==> config.mk <==
export PLATFORM = sky130hd
export DESIGN_NAME = alu
export DESIGN_NICKNAME = d
export VERILOG_FILES = /design/src/rtl/alu.sv
export SDC_FILE = /design/constraint.sdc
export NUM_CORES = 1
export LEC_CHECK = 0
export BUFFER_PORTS_ARGS = -buffer_cell sky130_fd_sc_hd__buf_2
export CELL_PAD_IN_SITES_DETAIL_PLACEMENT = 1
export CELL_PAD_IN_SITES_GLOBAL_PLACEMENT = 1
export CORE_ASPECT_RATIO = 0.9
export CORE_MARGIN = 2
export CORE_UTILIZATION = 45
export CTS_CLUSTER_DIAMETER = 120
export DETAILED_ROUTE_END_ITERATION = 8
export GPL_TIMING_DRIVEN = 0
export MAX_ROUTING_LAYER = met4
export PLACE_DENSITY = 0.91
export SLEW_MARGIN = 25
export SYNTH_ARGS = -nofsm -noshare
export SYNTH_HDL_FRONTEND = slang
export SYNTH_SLANG_ARGS = --single-unit
==> constraint.sdc <==
create_clock -name CLK -period 5.1 [get_ports CLK]
set_input_delay 0.255 -clock CLK [delete_from_list [all_inputs] [get_ports CLK]]
set_output_delay 0.255 -clock CLK [all_outputs]
set_load 0.02 [all_outputs]
==> src/rtl/alu.sv <==
// 32-bit MIPS EX-stage ALU: combinational result and N/Z/V flags, plus a
// registered copy of the flags (NQ/ZQ/VQ) for logic that consumes them a cycle later.
module alu #(
    parameter int WORD_W = 32
) (
    input  logic              CLK,
    input  logic              nRST,
    input  logic [3:0]        ALUOP,
    input  logic [WORD_W-1:0] A,
    input  logic [WORD_W-1:0] B,
    output logic [WORD_W-1:0] O,
    output logic              N,
    output logic              Z,
    output logic              V,
    output logic              NQ,
    output logic              ZQ,
    output logic              VQ
);

    localparam int SH_W = $clog2(WORD_W);

    typedef enum logic [3:0] {
        OP_SLL  = 4'b0000,
        OP_SRL  = 4'b0001,
        OP_ADD  = 4'b0010,
        OP_SUB  = 4'b0011,
        OP_AND  = 4'b0100,
        OP_OR   = 4'b0101,
        OP_XOR  = 4'b0110,
        OP_NOR  = 4'b0111,
        OP_SLT  = 4'b1010,
        OP_SLTU = 4'b1011
    } aluop_t;

    logic [SH_W-1:0]   w_shamt;
    logic [WORD_W-1:0] w_sum;
    logic [WORD_W-1:0] w_diff;
    logic              w_slt;
    logic              w_sltu;
    logic [WORD_W-1:0] w_result;
    logic              w_ovf;

    logic              r_nq;
    logic              r_zq;
    logic              r_vq;

    // Only the low bits of B select the shift distance; the rest are ignored.
    assign w_shamt = B[SH_W-1:0];
    assign w_sum   = A + B;
    assign w_diff  = A - B;
    assign w_slt   = ($signed(A) < $signed(B));
    assign w_sltu  = (A < B);

    always_comb begin
        w_result = '0;
        w_ovf    = 1'b0;
        case (ALUOP)
            OP_SLL:  w_result = A << w_shamt;
            OP_SRL:  w_result = A >> w_shamt;
            OP_ADD: begin
                w_result = w_sum;
                w_ovf    = (A[WORD_W-1] == B[WORD_W-1]) && (w_sum[WORD_W-1] != A[WORD_W-1]);
            end
            OP_SUB: begin
                w_result = w_diff;
                w_ovf    = (A[WORD_W-1] != B[WORD_W-1]) && (w_diff[WORD_W-1] != A[WORD_W-1]);
            end
            OP_AND:  w_result = A & B;
            OP_OR:   w_result = A | B;
            OP_XOR:  w_result = A ^ B;
            OP_NOR:  w_result = ~(A | B);
            OP_SLT:  w_result = {{(WORD_W-1){1'b0}}, w_slt};
            OP_SLTU: w_result = {{(WORD_W-1){1'b0}}, w_sltu};
            default: w_result = '0;
        endcase
    end

    assign O = w_result;
    assign N = w_result[WORD_W-1];
    assign Z = (w_result == '0);
    assign V = w_ovf;

    always_ff @(posedge CLK or negedge nRST) begin
        if (!nRST) begin
            r_nq <= 1'b0;
            r_zq <= 1'b0;
            r_vq <= 1'b0;
        end else begin
            r_nq <= N;
            r_zq <= Z;
            r_vq <= V;
        end
    end

    assign NQ = r_nq;
    assign ZQ = r_zq;
    assign VQ = r_vq;

endmodule

=== Word level (Yosys, flattened, before mapping) ===
Index checks and enable logic that the tools add are counted.
Widths: inputs -> output; s select.

* Bitwise gates (word level): 4
* Equality and inequality tests: 13
* Order comparisons: 2
* Shifts and indexed selects: 2
* $add $sub $neg: 2
* Mux-type cells: 2
* Reductions and logical operators: 4

{| class="wikitable"
|+ Operators by type and width
! operator !! number
|-
| $pmux 32 s10 || 1
|-
| $lt 32x32->1 || 2
|-
| $add 32x32->32 || 1
|-
| $and 32x32->32 || 1
|-
| $logic_not 32->1 || 1
|-
| $not 32->32 || 1
|-
| $or 32x32->32 || 1
|-
| $shl 32x5->32 || 1
|-
| $shr 32x5->32 || 1
|-
| $sub 32x32->32 || 1
|-
| $xor 32x32->32 || 1
|-
| $eq 4x3->1 const B || 4
|-
| $eq 4x2->1 const B || 2
|-
| $eq 4x4->1 const B || 2
|-
| $eq 4x1->1 const B || 1
|-
| $logic_not 4->1 || 1
|-
| $ne 1x1->1 || 3
|-
| $logic_and 1x1->1 || 2
|-
| $pmux 1 s2 || 1
|-
| $eq 1x1->1 || 1
|}

* Bits in registers: 3
* Word-level logic and storage cells: 32
* Output and inout port bits: 38
* Input bits: 70

=== Logic depth before layout (Yosys ltp) ===
* Word-level depth: 4
* Gate-level depth with buffers: 17
* Mapped depth without buffers: 15

=== Worst setup path after synthesis ===
Ideal clock, no wire load.

* Path kind: input port to output port
* Start: input port B[1]
* End: output port Z
* Setup slack: -0.126 ns
* Arrival: 4.971 ns
* Stages on the path: 17
* Buffers on the path: 4
* Required time: 4.845 ns
* Cells stage by stage: buf_2 inv_2 buf_2 buf_1 buf_1 ha_1 o21ba_2 or4_4 a2111oi_1 nor3_1 a211oi_1 nand3_1 or4_1 nor4_1 and4b_1 nand4_1 nor4_2

* Elaborated cells between the ends (all ways): 12
* Those cells by class: add/sub: 2; order compare: 2; shift: 2; mux: 1; bitwise: 4; reduce/logical: 1

{| class="wikitable"
|+ RTL lines
! item !! line !! text
|-
| start: declaration || 10 || <nowiki>input logic [WORD_W-1:0] B,</nowiki>
|-
| $sub 32x32->32, or another cell as far along || 50 || <nowiki>assign w_diff = A - B;</nowiki>
|-
| $pmux 32 s10 * || 57 || <nowiki>case (ALUOP)</nowiki>
|-
| net O[13] || 11 || <nowiki>output logic [WORD_W-1:0] O,</nowiki>
|-
| $logic_not 32->1 * || 80 || <nowiki>assign Z = (w_result == '0);</nowiki>
|-
| end: declaration || 13 || <nowiki>output logic Z,</nowiki>
|}

Mark *: on every way through the listed nets, which the timed path passes. The rest lies on a longest branch.

=== Final worst setup path ===
* Start: input port B[3]
* End: output port Z

* Word-level cells in the longest chain between the ends: 4
* Elaborated cells between the ends (all ways): 12
* Those cells by class: add/sub: 2; order compare: 2; shift: 2; mux: 1; bitwise: 4; reduce/logical: 1

{| class="wikitable"
|+ Ends and longest elaborated chain
! item !! line
|-
| branches (longest 2 deep; another with $sub 32x32->32) || -
|-
| $pmux 32 s10 * || 57
|-
| $logic_not 32->1 * || 80
|}

Every way passes the cells marked *.

==> impl_summary.log <==
[metrics] cell-internal power: 602 uW
[metrics] Synth top area share: 13.4%
[metrics] number of global-route vias before repair: 13500
[metrics] worst ir drop on vdd: 0.0660 mV
[metrics] share of post-route cells with drive strength above 1: 19.4%
[metrics] input/output buffers: 106
[metrics] maximum number of pins on one net before global-route repair: 14
[metrics] Die Width: 160 um
[metrics] Die ar.: 23200 sq um
[metrics] worst setup slack after layout: -0.00964 ns
[metrics] Worst setup EP type: primary output
[metrics] Post-Synthesis Cells: 1442
[metrics] number of sinks handled by clock tree synthesis: 3
[metrics] largest cells by area after synthesis: sky130_fd_sc_hd__ha_1, sky130_fd_sc_hd__mux4_2, sky130_fd_sc_hd__a21oi_1
[metrics] pre-CTS setup slack: -2.00 ns
[metrics] run status: finished, violations left
[metrics] drt wl/cell: 33.0 um
[metrics] critical path peak fanout: 16
[metrics] Util after Layout: 52.3%
[metrics] time the worst path needs with I/O delays and setup: 5.11 ns
[metrics] type of the tightest min-delay check: primary input to asynchronous set/reset pin
[metrics] highest routed metal layer: met4
[metrics] most common cell after layout, fill and taps aside: sky130_fd_sc_hd__nor2_1
[metrics] grt ovf: 0
[metrics] power density relative to cell area: 143 nW/um^2
[metrics] maximum root-to-sink buffer count: 2
[metrics] starting utilization of the core area: 45.8%
[metrics] max frequency: 196 MHz
[metrics] Pins Over Slew Limit: 0
[metrics] number of search-and-repair iterations in the first detailed-routing pass: 8
[metrics] Worst slew margin: 32.5%
[metrics] number of clock buffers inserted by TritonCTS: 3
[metrics] unique cell type count in the Yosys netlist: 84
[metrics] Final Hold Slack: 0.355 ns
[metrics] number of flops mapped to enable cells by yosys: 0
[metrics] final weighted congestion in routability-driven placement: 1.11
[metrics] post-detailed-placement half-perimeter wirelength: 48.2 mm
[metrics] met3 wire length: 8.78 mm
[metrics] Layout area overhead: 14.2%
[metrics] vertical die dimension: 145 um
[metrics] drt via density: 7.58
[metrics] cell at the root of the clock tree: sky130_fd_sc_hd__clkbuf_16
[metrics] area taken by multi-input logic gates: 9200 sq um
[metrics] count of state elements after synthesis: 3
[metrics] initial antenna violation count: 1
[metrics] start-to-end type of the worst setup path: primary input to primary output
[metrics] average cell area after synthesis: 6.87 sq um
[metrics] number of warnings reported in the yosys synthesis log: 0
[metrics] DRT met1 WL: 22.9 mm
[metrics] endpoint required time on the critical path: 4.85 ns
[metrics] vias after detailed routing: 14000
[metrics] violation count after the first detailed-route iteration: 2093
[metrics] number of H-tree branching levels: 1
[metrics] clock slew at the register clock pins of the worst setup and hold paths: 0.04 ns
[metrics] TritonCTS clock tree: built
[metrics] total DRC errors in the routed layout: 0
[metrics] standby leakage power: 4.86 nW
[metrics] highest-count cells in the layout ignoring fill and taps: sky130_fd_sc_hd__nor2_1, sky130_fd_sc_hd__nand2_1, sky130_fd_sc_hd__buf_2, sky130_fd_sc_hd__a21oi_1, sky130_fd_sc_hd__ha_1
[metrics] number of placed instances with taps included: 1839
[metrics] relative contribution of sequential cells to total power: 1.6%
[metrics] sequential cell area: 75.1 sq um
[metrics] proportion of total power due to net switching: 62.9%
[metrics] arrival time reported for the critical path endpoint: 4.85 ns
[metrics] relative contribution of the clock network to total power: 8.2%
[metrics] Setup crit start kind: primary input
[metrics] count of standard-cell rows: 51
[metrics] first element of the critical path: B[3]
[metrics] ratio of final minimum period to clock period: 100%
[metrics] Post-synth ARST share: 100%
[metrics] total of fill cells in the finished design: 2867
[metrics] final-report hold violation count: 0
[metrics] overall global routing resource usage: 52.4%
[metrics] syn nets: 1620
[metrics] Final setup violation count: 1
[metrics] Comb power frac: 90.2%
[metrics] Final Power: 1.62 mW
[metrics] wire length reported by the detailed router: 61.1 mm
[metrics] net count reported at finish: 1737
[metrics] actual slew at the worst max-slew pin: 1.00 ns
[metrics] number of top-level pins: 108
[metrics] P_sw: 1.02 mW
[metrics] WL met2: 25.4 mm
[metrics] Yosys top cell by area: sky130_fd_sc_hd__ha_1
[metrics] non-filler instance count after layout: 1850
[metrics] most instantiated flip-flop cell in the synthesis netlist: sky130_fd_sc_hd__dfrtp_1
[metrics] Routed Antenna Nets: 0
[metrics] max-cap violation count: 0
[metrics] cell area after synthesis: 9900 sq um
[metrics] Std-Cell Core Area: 21600 sq um
[metrics] wire length of the first global-routing pass: 88.4 mm
[metrics] proportion of synthesized chip area in sequential cells: 0.758%
[metrics] violations in the final reports: negative setup slack
[cell families (layout without fill, tap and decap cells)]
| logic type | Yosys count | count (layout) | synth area share, % |
|---|---|---|---|
| adder cells (fa/ha/maj) | 108 | 108 | 13.8 |
| AO/OA/AOI/OAI | 493 | 493 | 33.4 |
| XOR/XNOR | 17 | 17 | 1.50 |
| multiplexers | 121 | 121 | 18.6 |
| buffers and inverters | 215 | 331 | 8.73 |
| flip-flops | 3 | 3 | 0.758 |
| other | 0 | 1 | 0 |
| AND/OR/NAND/NOR | 485 | 485 | 23.2 |
[worst paths after layout]
| check | cells after the start | endpoint | slack [ns] |
|---|---|---|---|
| setup / recovery | 17 | Z | -0.01 |
| hold / removal | 2 | NQ$_DFF_PN0_ | 0.36 |
| max in group asynchronous | 2 | VQ$_DFF_PN0_ | 4.63 |
| min in group CLK | 2 | VQ$_DFF_PN0_ | 0.42 |
[synth_stat cells, types with 18 or more instances]
master,instances
sky130_fd_sc_hd__nor3_1,35
sky130_fd_sc_hd__mux4_2,47
sky130_fd_sc_hd__nor2b_1,18
sky130_fd_sc_hd__mux2i_1,37
sky130_fd_sc_hd__inv_1,100
sky130_fd_sc_hd__mux2_2,35
sky130_fd_sc_hd__nor4_1,18
sky130_fd_sc_hd__a31oi_1,21
sky130_fd_sc_hd__o22ai_1,19
sky130_fd_sc_hd__nand3_1,26
sky130_fd_sc_hd__nor2_1,152
sky130_fd_sc_hd__o21ai_0,86
sky130_fd_sc_hd__nand2_1,140
sky130_fd_sc_hd__a21oi_1,117
sky130_fd_sc_hd__a211oi_1,40
sky130_fd_sc_hd__o211ai_1,35
sky130_fd_sc_hd__clkbuf_1,66
sky130_fd_sc_hd__ha_1,106
sky130_fd_sc_hd__o31ai_1,24
sky130_fd_sc_hd__buf_2,22
[per-stage QoR]
stage	area, sq um	TNS (ns)
6_report	11300	-0.00964
5_1_grt	11300	-0.0344
4_1_cts	11100	0
3_5_place_dp	10800	-22.64
3_3_place_gp	10800	-22.57
2_1_floorplan	9910	0
[worst max-delay path, stage by stage]
cell,delay [ns]
sky130_fd_sc_hd__buf_4,0.18
sky130_fd_sc_hd__clkinv_4,0.20
sky130_fd_sc_hd__buf_6,0.22
sky130_fd_sc_hd__buf_6,0.19
sky130_fd_sc_hd__ha_2,0.44
sky130_fd_sc_hd__and2_1,0.19
sky130_fd_sc_hd__a221o_1,0.32
sky130_fd_sc_hd__o31ai_1,0.11
sky130_fd_sc_hd__o21ai_0,0.15
sky130_fd_sc_hd__o21ai_0,0.15
sky130_fd_sc_hd__or4_1,0.61
sky130_fd_sc_hd__or3_1,0.40
sky130_fd_sc_hd__nor4_4,0.39
sky130_fd_sc_hd__and4b_2,0.36
sky130_fd_sc_hd__nand4_1,0.19
sky130_fd_sc_hd__nor4_4,0.29
sky130_fd_sc_hd__buf_4,0.19
[timing repair]
| action | in CTS | in global routing |
|---|---|---|
| hold buffers | 1 | 0 |
| setup endpoints to repair | 30 | 1 |
| resized for setup | 60 | 49 |
| cloned | 0 | 0 |
| endpoints found under the hold margin | 3 | 0 |
| buffers inserted | 4 | 7 |
| pin swaps | 5 | 8 |
[cell type report]
type / instances / share of cell area (%)
sequential: 3 / 0.664
multi-input combinational: 1224 / 81.4
buffer: 104 / 4.74
inverter: 105 / 3.71
timing repair buffer: 118 / 5.58
clock buffer: 4 / 0.697
tap: 291 / 3.22
antenna: 1 / 0.0221
[flip-flops by register name, indices dropped and copies added, names as in the netlist]
| register | cells |
|---|---|
| NQ | 1 |
| VQ | 1 |
| ZQ | 1 |
[per-layer routing]
| metal | GRT usage (%) | vias to the layer above |
|---|---|---|
| li1 | - | 5653 |
| met3 | 13.6 | 326 |
| met4 | 26.7 | 0 |
| met2 | 78.4 | 1263 |
| met1 | 65.6 | 6772 |
| met5 | - | - |
[power by group through the flow]
stage | registers, mW | logic [mW] | clock network [mW]
floorplan | 0.0288 | 0.827 | 0
global placement | 0.0262 | 1.29 | 0
detailed placement | 0.0264 | 1.32 | 0
CTS | 0.0262 | 1.36 | 0.130
global route | 0.0264 | 1.51 | 0.132
finish | 0.0261 | 1.46 | 0.133
No activity file was read; power rests on OpenSTA's default activity.
